**config.mk**
```make
export PLATFORM = sky130hd
export DESIGN_NAME = phase_clock_gen
export DESIGN_NICKNAME = d
export VERILOG_FILES = /design/src/rtl/phase_clock_gen.sv
export SDC_FILE = /design/constraint.sdc
export NUM_CORES = 1
export LEC_CHECK = 0
export BUFFER_PORTS_ARGS = -buffer_cell sky130_fd_sc_hd__buf_4
export CAP_MARGIN = 20
export CORE_MARGIN = 5
export CORE_UTILIZATION = 40
export DETAILED_ROUTE_END_ITERATION = 10
export PLACE_DENSITY = 0.68
export SLEW_MARGIN = 0
export SYNTH_ARGS = -nofsm -noshare
export SYNTH_HDL_FRONTEND = slang
export SYNTH_SLANG_ARGS = --single-unit
```
**constraint.sdc**
```tcl
create_clock -name clk -period 2.4 [get_ports clk]
set_clock_uncertainty 0.15 [all_clocks]
set_input_delay 0.24 -clock clk [delete_from_list [all_inputs] [get_ports clk]]
set_output_delay 0.24 -clock clk [all_outputs]
set_load 0.02 [all_outputs]
```
**src/rtl/phase_clock_gen.sv**
```systemverilog
// phi1/phi2 phase generator driven from clk through clock-enable counters, with
// a runtime divider, cycle-boundary start/stop and per-cycle phi2-high stretching.
//
// state     | meaning
// ----------+-----------------------------------------------------------
// S_IDLE    | generator stopped, phi2 low, waiting for run
// S_RUN     | normal quarters q0..q3 (phi2 high in q2/q3)
// S_STRETCH | extra phi2-high quarters after q3 while xcnt counts down
module phase_clock_gen #(
    parameter int DIV_W          = 8,
    parameter int STRETCH_W      = 4,
    parameter int STARTUP_CYCLES = 3
) (
    input  logic                 clk,
    input  logic                 reset,
    input  logic                 run,
    input  logic [DIV_W-1:0]     div,
    input  logic                 stretch_req,
    input  logic [STRETCH_W-1:0] stretch_len,
    output logic                 phi2,
    output logic                 phi1,
    output logic                 phi2_rise,
    output logic                 phi2_fall,
    output logic                 fclk_en,
    output logic                 stretch_ack,
    output logic                 clock_running
);
    localparam int CYC_W = $clog2(STARTUP_CYCLES + 1);
    localparam logic [CYC_W-1:0] CYC_MAX = CYC_W'(STARTUP_CYCLES);

    typedef enum logic [1:0] {
        S_IDLE,
        S_RUN,
        S_STRETCH
    } state_t;

    state_t                 r_state, w_state_nx;
    logic [DIV_W-1:0]       r_qcnt, w_qcnt_nx;
    logic [DIV_W-1:0]       r_div_act, w_div_act_nx;
    logic [1:0]             r_q, w_q_nx;
    logic [STRETCH_W-1:0]   r_xcnt, w_xcnt_nx;
    logic                   r_stretch_pend, w_stretch_pend_nx;
    logic [CYC_W-1:0]       r_cyc_cnt, w_cyc_cnt_nx;

    logic r_phi2, r_phi1, r_rise, r_fall, r_fclk, r_ack, r_running;
    logic w_phi2_nx, w_rise_nx, w_fall_nx, w_fclk_nx, w_ack_nx, w_running_nx;
    logic w_qend, w_boundary;

    always_comb begin
        w_state_nx        = r_state;
        w_qcnt_nx         = r_qcnt;
        w_div_act_nx      = r_div_act;
        w_q_nx            = r_q;
        w_xcnt_nx         = r_xcnt;
        w_stretch_pend_nx = r_stretch_pend;
        w_cyc_cnt_nx      = r_cyc_cnt;
        w_phi2_nx         = 1'b0;
        w_rise_nx         = 1'b0;
        w_fall_nx         = 1'b0;
        w_fclk_nx         = 1'b0;
        w_ack_nx          = 1'b0;
        w_running_nx      = r_running;
        w_qend            = (r_qcnt == r_div_act);
        w_boundary        = 1'b0;

        case (r_state)
            S_IDLE: begin
                w_cyc_cnt_nx = '0;
                w_running_nx = 1'b0;
                if (run) begin
                    w_state_nx   = S_RUN;
                    w_div_act_nx = div;
                    w_q_nx       = 2'd0;
                    w_qcnt_nx    = '0;
                    w_fclk_nx    = 1'b1;
                end
            end
            S_RUN: begin
                w_phi2_nx = r_q[1];
                if (w_qend) begin
                    w_qcnt_nx = '0;
                    w_fclk_nx = 1'b1;
                    if (r_q == 2'd3) begin
                        if (r_stretch_pend && (r_xcnt != '0)) begin
                            w_state_nx = S_STRETCH;
                            w_phi2_nx  = 1'b1;
                        end else begin
                            w_boundary = 1'b1;
                        end
                    end else begin
                        w_q_nx    = r_q + 2'd1;
                        w_phi2_nx = (r_q != 2'd0);
                        // stretch request only counts in the clock of the q1->q2 rise
                        if (r_q == 2'd1) begin
                            w_rise_nx         = 1'b1;
                            w_stretch_pend_nx = stretch_req;
                            w_xcnt_nx         = stretch_len;
                        end
                    end
                end else begin
                    w_qcnt_nx = r_qcnt + DIV_W'(1);
                end
            end
            S_STRETCH: begin
                w_phi2_nx = 1'b1;
                if (w_qend) begin
                    w_qcnt_nx = '0;
                    w_fclk_nx = 1'b1;
                    w_xcnt_nx = r_xcnt - STRETCH_W'(1);
                    if (r_xcnt == STRETCH_W'(1))
                        w_boundary = 1'b1;
                end else begin
                    w_qcnt_nx = r_qcnt + DIV_W'(1);
                end
            end
            default: w_state_nx = S_IDLE;
        endcase

        if (w_boundary) begin
            w_phi2_nx         = 1'b0;
            w_fall_nx         = 1'b1;
            w_ack_nx          = r_stretch_pend;
            w_stretch_pend_nx = 1'b0;
            w_q_nx            = 2'd0;
            w_qcnt_nx         = '0;
            if (r_cyc_cnt < CYC_MAX)
                w_cyc_cnt_nx = r_cyc_cnt + CYC_W'(1);
            if (w_cyc_cnt_nx == CYC_MAX)
                w_running_nx = 1'b1;
            if (run) begin
                w_state_nx   = S_RUN;
                w_div_act_nx = div;
                w_fclk_nx    = 1'b1;
            end else begin
                w_state_nx   = S_IDLE;
                w_fclk_nx    = 1'b0;
                w_cyc_cnt_nx = '0;
                w_running_nx = 1'b0;
            end
        end
    end

    always_ff @(posedge clk or posedge reset) begin
        if (reset) begin
            r_state        <= S_IDLE;
            r_qcnt         <= '0;
            r_div_act      <= '0;
            r_q            <= 2'd0;
            r_xcnt         <= '0;
            r_stretch_pend <= 1'b0;
            r_cyc_cnt      <= '0;
            r_phi2         <= 1'b0;
            r_phi1         <= 1'b1;
            r_rise         <= 1'b0;
            r_fall         <= 1'b0;
            r_fclk         <= 1'b0;
            r_ack          <= 1'b0;
            r_running      <= 1'b0;
        end else begin
            r_state        <= w_state_nx;
            r_qcnt         <= w_qcnt_nx;
            r_div_act      <= w_div_act_nx;
            r_q            <= w_q_nx;
            r_xcnt         <= w_xcnt_nx;
            r_stretch_pend <= w_stretch_pend_nx;
            r_cyc_cnt      <= w_cyc_cnt_nx;
            r_phi2         <= w_phi2_nx;
            r_phi1         <= ~w_phi2_nx;
            r_rise         <= w_rise_nx;
            r_fall         <= w_fall_nx;
            r_fclk         <= w_fclk_nx;
            r_ack          <= w_ack_nx;
            r_running      <= w_running_nx;
        end
    end

    assign phi2          = r_phi2;
    assign phi1          = r_phi1;
    assign phi2_rise     = r_rise;
    assign phi2_fall     = r_fall;
    assign fclk_en       = r_fclk;
    assign stretch_ack   = r_ack;
    assign clock_running = r_running;

endmodule
```
# ---- Word level (Yosys, flattened, before mapping)
# Cells that the tools add are included.
dict set report classes {
  add_sub_neg 4
  order_cmp 1
  eq_ne 18
  n_mux 60
  bitwise_logic 1
  reduce_logical 16
}
# operator n
set op_table {}
lappend op_table {{8-bit two-way mux} 7}
lappend op_table {{1-bit two-way mux} 28}
lappend op_table {{2-bit two-way mux} 14}
lappend op_table {{4-bit two-way mux} 4}
lappend op_table {{8-bit case mux with 2 select lines} 1}
lappend op_table {{3-bit != test, second input constant} 5}
lappend op_table {{2-bit != test, second input constant} 6}
lappend op_table {{5-bit AND reduction} 2}
lappend op_table {{2-bit nonzero test} 5}
lappend op_table {{8-bit by 1-bit adder with 8-bit output, second input constant} 1}
lappend op_table {{8-bit equality test} 1}
lappend op_table {{4-bit case mux with 2 select lines} 1}
lappend op_table {{4-bit AND reduction} 2}
lappend op_table {{2-bit equality test, second input constant} 3}
lappend op_table {{1-bit case mux with 2 select lines} 3}
lappend op_table {{2-bit case mux with 3 select lines} 1}
lappend op_table {{3-bit nonzero test} 2}
lappend op_table {{2-bit by 1-bit adder with 2-bit output, second input constant} 2}
lappend op_table {{2-bit by 1-bit equality test with 1-bit output, second input constant} 2}
lappend op_table {{4-bit by 1-bit equality test with 1-bit output, second input constant} 1}
lappend op_table {{2-bit case mux with 2 select lines} 1}
lappend op_table {{4-bit nonzero test} 1}
lappend op_table {{4-bit by 1-bit subtractor with 4-bit output, second input constant} 1}
lappend op_table {{2-bit logical NOT} 1}
lappend op_table {{other kinds (5)} 5}
dict set report word_totals {
  register_bits 34
  input_bits 16
  elab_cells 114
}

# ---- Logic depth before layout (Yosys ltp)
dict set report logic_depth {
  depth_word 11
  ltp_mapped 8
  mapped_depth_nobuf 8
}

# ---- Worst setup path after synthesis
# OpenSTA, ideal clock, no wires.
dict set report synth_timing {
  path_kind {register -> register}
  start {register r_state[0]}
  end {register with a tool-made name}
  setup_time_ns 0.125
  arrival_ns 1.905
  setup_slack_ns 0.221
  path_stages_with_launch 9
  n_path_buf 1
  period_less_slack_ns 2.179
  path_cell_list {dfrtp_1 > inv_1 > ha_1 > and3_1 > clkbuf_1 > o2111ai_4 > inv_4 > o21ai_4 > mux2_2}
}
# item line_no
set synth_rtl {}
lappend synth_rtl {{start, declared} 37} ;# state_t r_state, w_state_nx;
lappend synth_rtl {{start signal, assigned} 160} ;# r_state <= w_state_nx;

==> results.toml <==
[clocking]
cts_buffer_depth = 2
clkTransAtPathRegs_ns = 0.07
clk_latency_ns = 0.28
ctsHtreeMaxLevel = 2
cts_sinks = 34
cts_tree = "yes"
numCtsBuffers = 5
root_buffer = "clkbuf_8"

[routing]
route.final.wire_length_um = 4570
route.detailed.drc = 0
vias_per_cell = 5.40
post_drt_wl_per_cell_um = 14.0
drtIter0Drc = 133
dr.pass1.iters = 4
ant_nets = 0
vias = 1761

[sta]
setup_ws_ns = 0.132
hold_viol_final = 0
slew_headroom_pct = 64.6
fmax_ghz = 0.441
rsz0062_at_grt = "false"
fin_setup_tns_ns = 0
min_period_over_period_pct = 94.5
tightest_slew_ns = 0.526
maxSlewViolCount = 0
min_period_ns = 2.27
setup_viol = 0

[power_and_ir_drop]
power_mw = 2.86
power_density_nw_per_um2 = 1090
ir_drop_mv = 0.536
leakagePower_nw = 1.16

[critical_path]
crit_chain = "inv_1, ha_1, nor3b_2, o21a_1, o2111ai_4, inv_4, o21ai_4, mux2_2"
start_kind = "flop"
critPathKind = "flop to flop"
reg2reg_slack_ns = 0.13
path_buf_inv = 2
ff2ff_path_depth = 8
cp_top_family = "compound AO/OA/AOI/OAI gates"
r2r_start = "r_xcnt[0]"
arrival_ns = 2.29
required_ns = 2.43
endpoint_kind = "flop"
cpPeakStageDelay_ns = 0.39
crit_slowest_cell = "dfrtp_1"
critPathMaxFanout = 8

[synth]
ys.flop_type = "dfrtp_1"
netlist.top_cell.by_area = "dfrtp_1"
seq_area_frac_synth_pct = 40.2
yosysTopAreaCellShare_pct = 39.0
syn_nets = 245
yosysUniqueCellTypes = 48
synth_area_sq_um = 2120
syn_inst = 216
async_flop_share_pct = 100
yosys_warnings = 0
synth-seq-cells = 34
synth-edff-count = 0
synth.most_common_cell = "dfrtp_1"
synth.top_cells.by_area = "dfrtp_1, ha_1, o21ai_0"
syn-mean-instance-area_sq_um = 9.81
yosys-top-cells-count = "dfrtp_1, o21ai_0, a21oi_1"

[floorplan]
start_util_pct = 41.2
io_pins = 23
die_area_sq_um = 6850
dieWidth_um = 82.8
core_sq_um = 5140
die_h_um = 82.8
rows = 26

[global_route]
antenna_found_initial = 0
grt-ovfl-total = 0
grt_pass1_vias = 1701
grt_first_pass_wirelength_um = 8160
grt_use_total_pct = 15.7
grt_max_degree = 35

[placed_design]
placed_cell_area_sq_um = 2450
port_buffers = 22
dp_slack_ns = 0.116
place_hpwl_um = 3510
gp_congestion = 0.847

[finish]
stdcell_area_sq_um = 2620
antenna_cells = 0
layout.nets = 284
area_growth_pct = 23.4
drive_gt1_share_pct = 24.2

[worst_hold_path]
hold-path-cell-count = 2
hold_path_class = "input pin to flop"
min-delay-start = "div[2]"

[run_status]
status = "finished clean"

[flow_run]
drv_cap = 0
[layer usage]
| metal | global-route usage, % | vias up | routed length (um) |
|---|---|---|---|
| met2 | 23.7 | 41 | 2140 |
| met5 | 0 | - | 0 |
| li1 | - | 867 | - |
| met3 | 3.67 | 7 | 207 |
| met4 | 5.39 | 0 | 59 |
| met1 | 21.9 | 846 | 2160 |
[where the power goes]
part	switching [mW]	internal (mW)
Clock	0.209	0.443
Combinational	0.701	0.609
Sequential	0.158	0.743
[how the worst max path moves through the flow]
stage / slack [ns] / cells past startpoint / end / startpoint
after CTS: 0.11 / 8 / flop / r_xcnt[0]
after floorplan: 0.22 / 8 / flop / r_state[0]
final: 0.13 / 8 / flop / r_xcnt[0]
after global placement: 0.16 / 8 / flop / r_xcnt[0]
after detailed placement: 0.12 / 8 / flop / r_xcnt[0]
after global routing: 0.004 / 8 / flop / r_xcnt[0]
[cells by family (layout without fill, tap and decap cells)]
group	Yosys count	in the layout	synth area share, %
AND/OR/NAND/NOR	57	57	14.6
multiplexers	16	16	8.03
buffers and inverters	24	64	5.08
AO/OA/AOI/OAI	64	64	21.1
XOR/XNOR	8	8	3.31
adder cells (fa/ha/maj)	13	13	7.68
flip-flops	34	34	40.2
[placed cells by master, fill, tap and decap left out, types with 8 or more instances in the layout]
master   Yosys  routed
a21oi_1     16      16
dfrtp_1     33      33
xnor2_1      8       8
nand2_1     13      13
ha_1        13      13
mux2i_1      8       8
buf_4        1      40
o21ai_0     17      17
inv_1       14      14
nor2_1       8       8
[timing repair]
item / in CTS / in global routing
gates resized for setup: 0 / 1
setup endpoints to repair: 0 / 12
hold buffers: 1 / 0
setup buffers: 0 / 1
hold endpoints to repair: 33 / 0
[layout make-up]
type | count | area (sq um)
fillers | 515 | 2520
well taps | 70 | 87.6
inverters | 15 | 58.8
clock inverters | 2 | 60.1
repair buffers | 41 | 310
clock buffers | 6 | 82.6
flip-flops and latches | 34 | 852
multi-input cells | 158 | 1160
[metrics by stage]
stage / std cells / utilization, % / hold slack, ns
final: 326 / 50.9 / 0.0164
after global routing: 326 / 50.9 / 0.0183
after CTS: 325 / 50.6 / 0.00828
after detailed placement: 316 / 47.7 / 0.221
after global placement: 316 / 47.7 / 0.219
after floorplan: 216 / - / 0.222
[worst register-to-register path, stage by stage, from the launching register on]
cell	delay, ns
dfrtp_1	0.39
inv_1	0.09
ha_1	0.19
nor3b_2	0.16
o21a_1	0.21
o2111ai_4	0.28
inv_4	0.06
o21ai_4	0.26
mux2_2	0.37
Note: power is estimated with default switching activity, not from simulation.
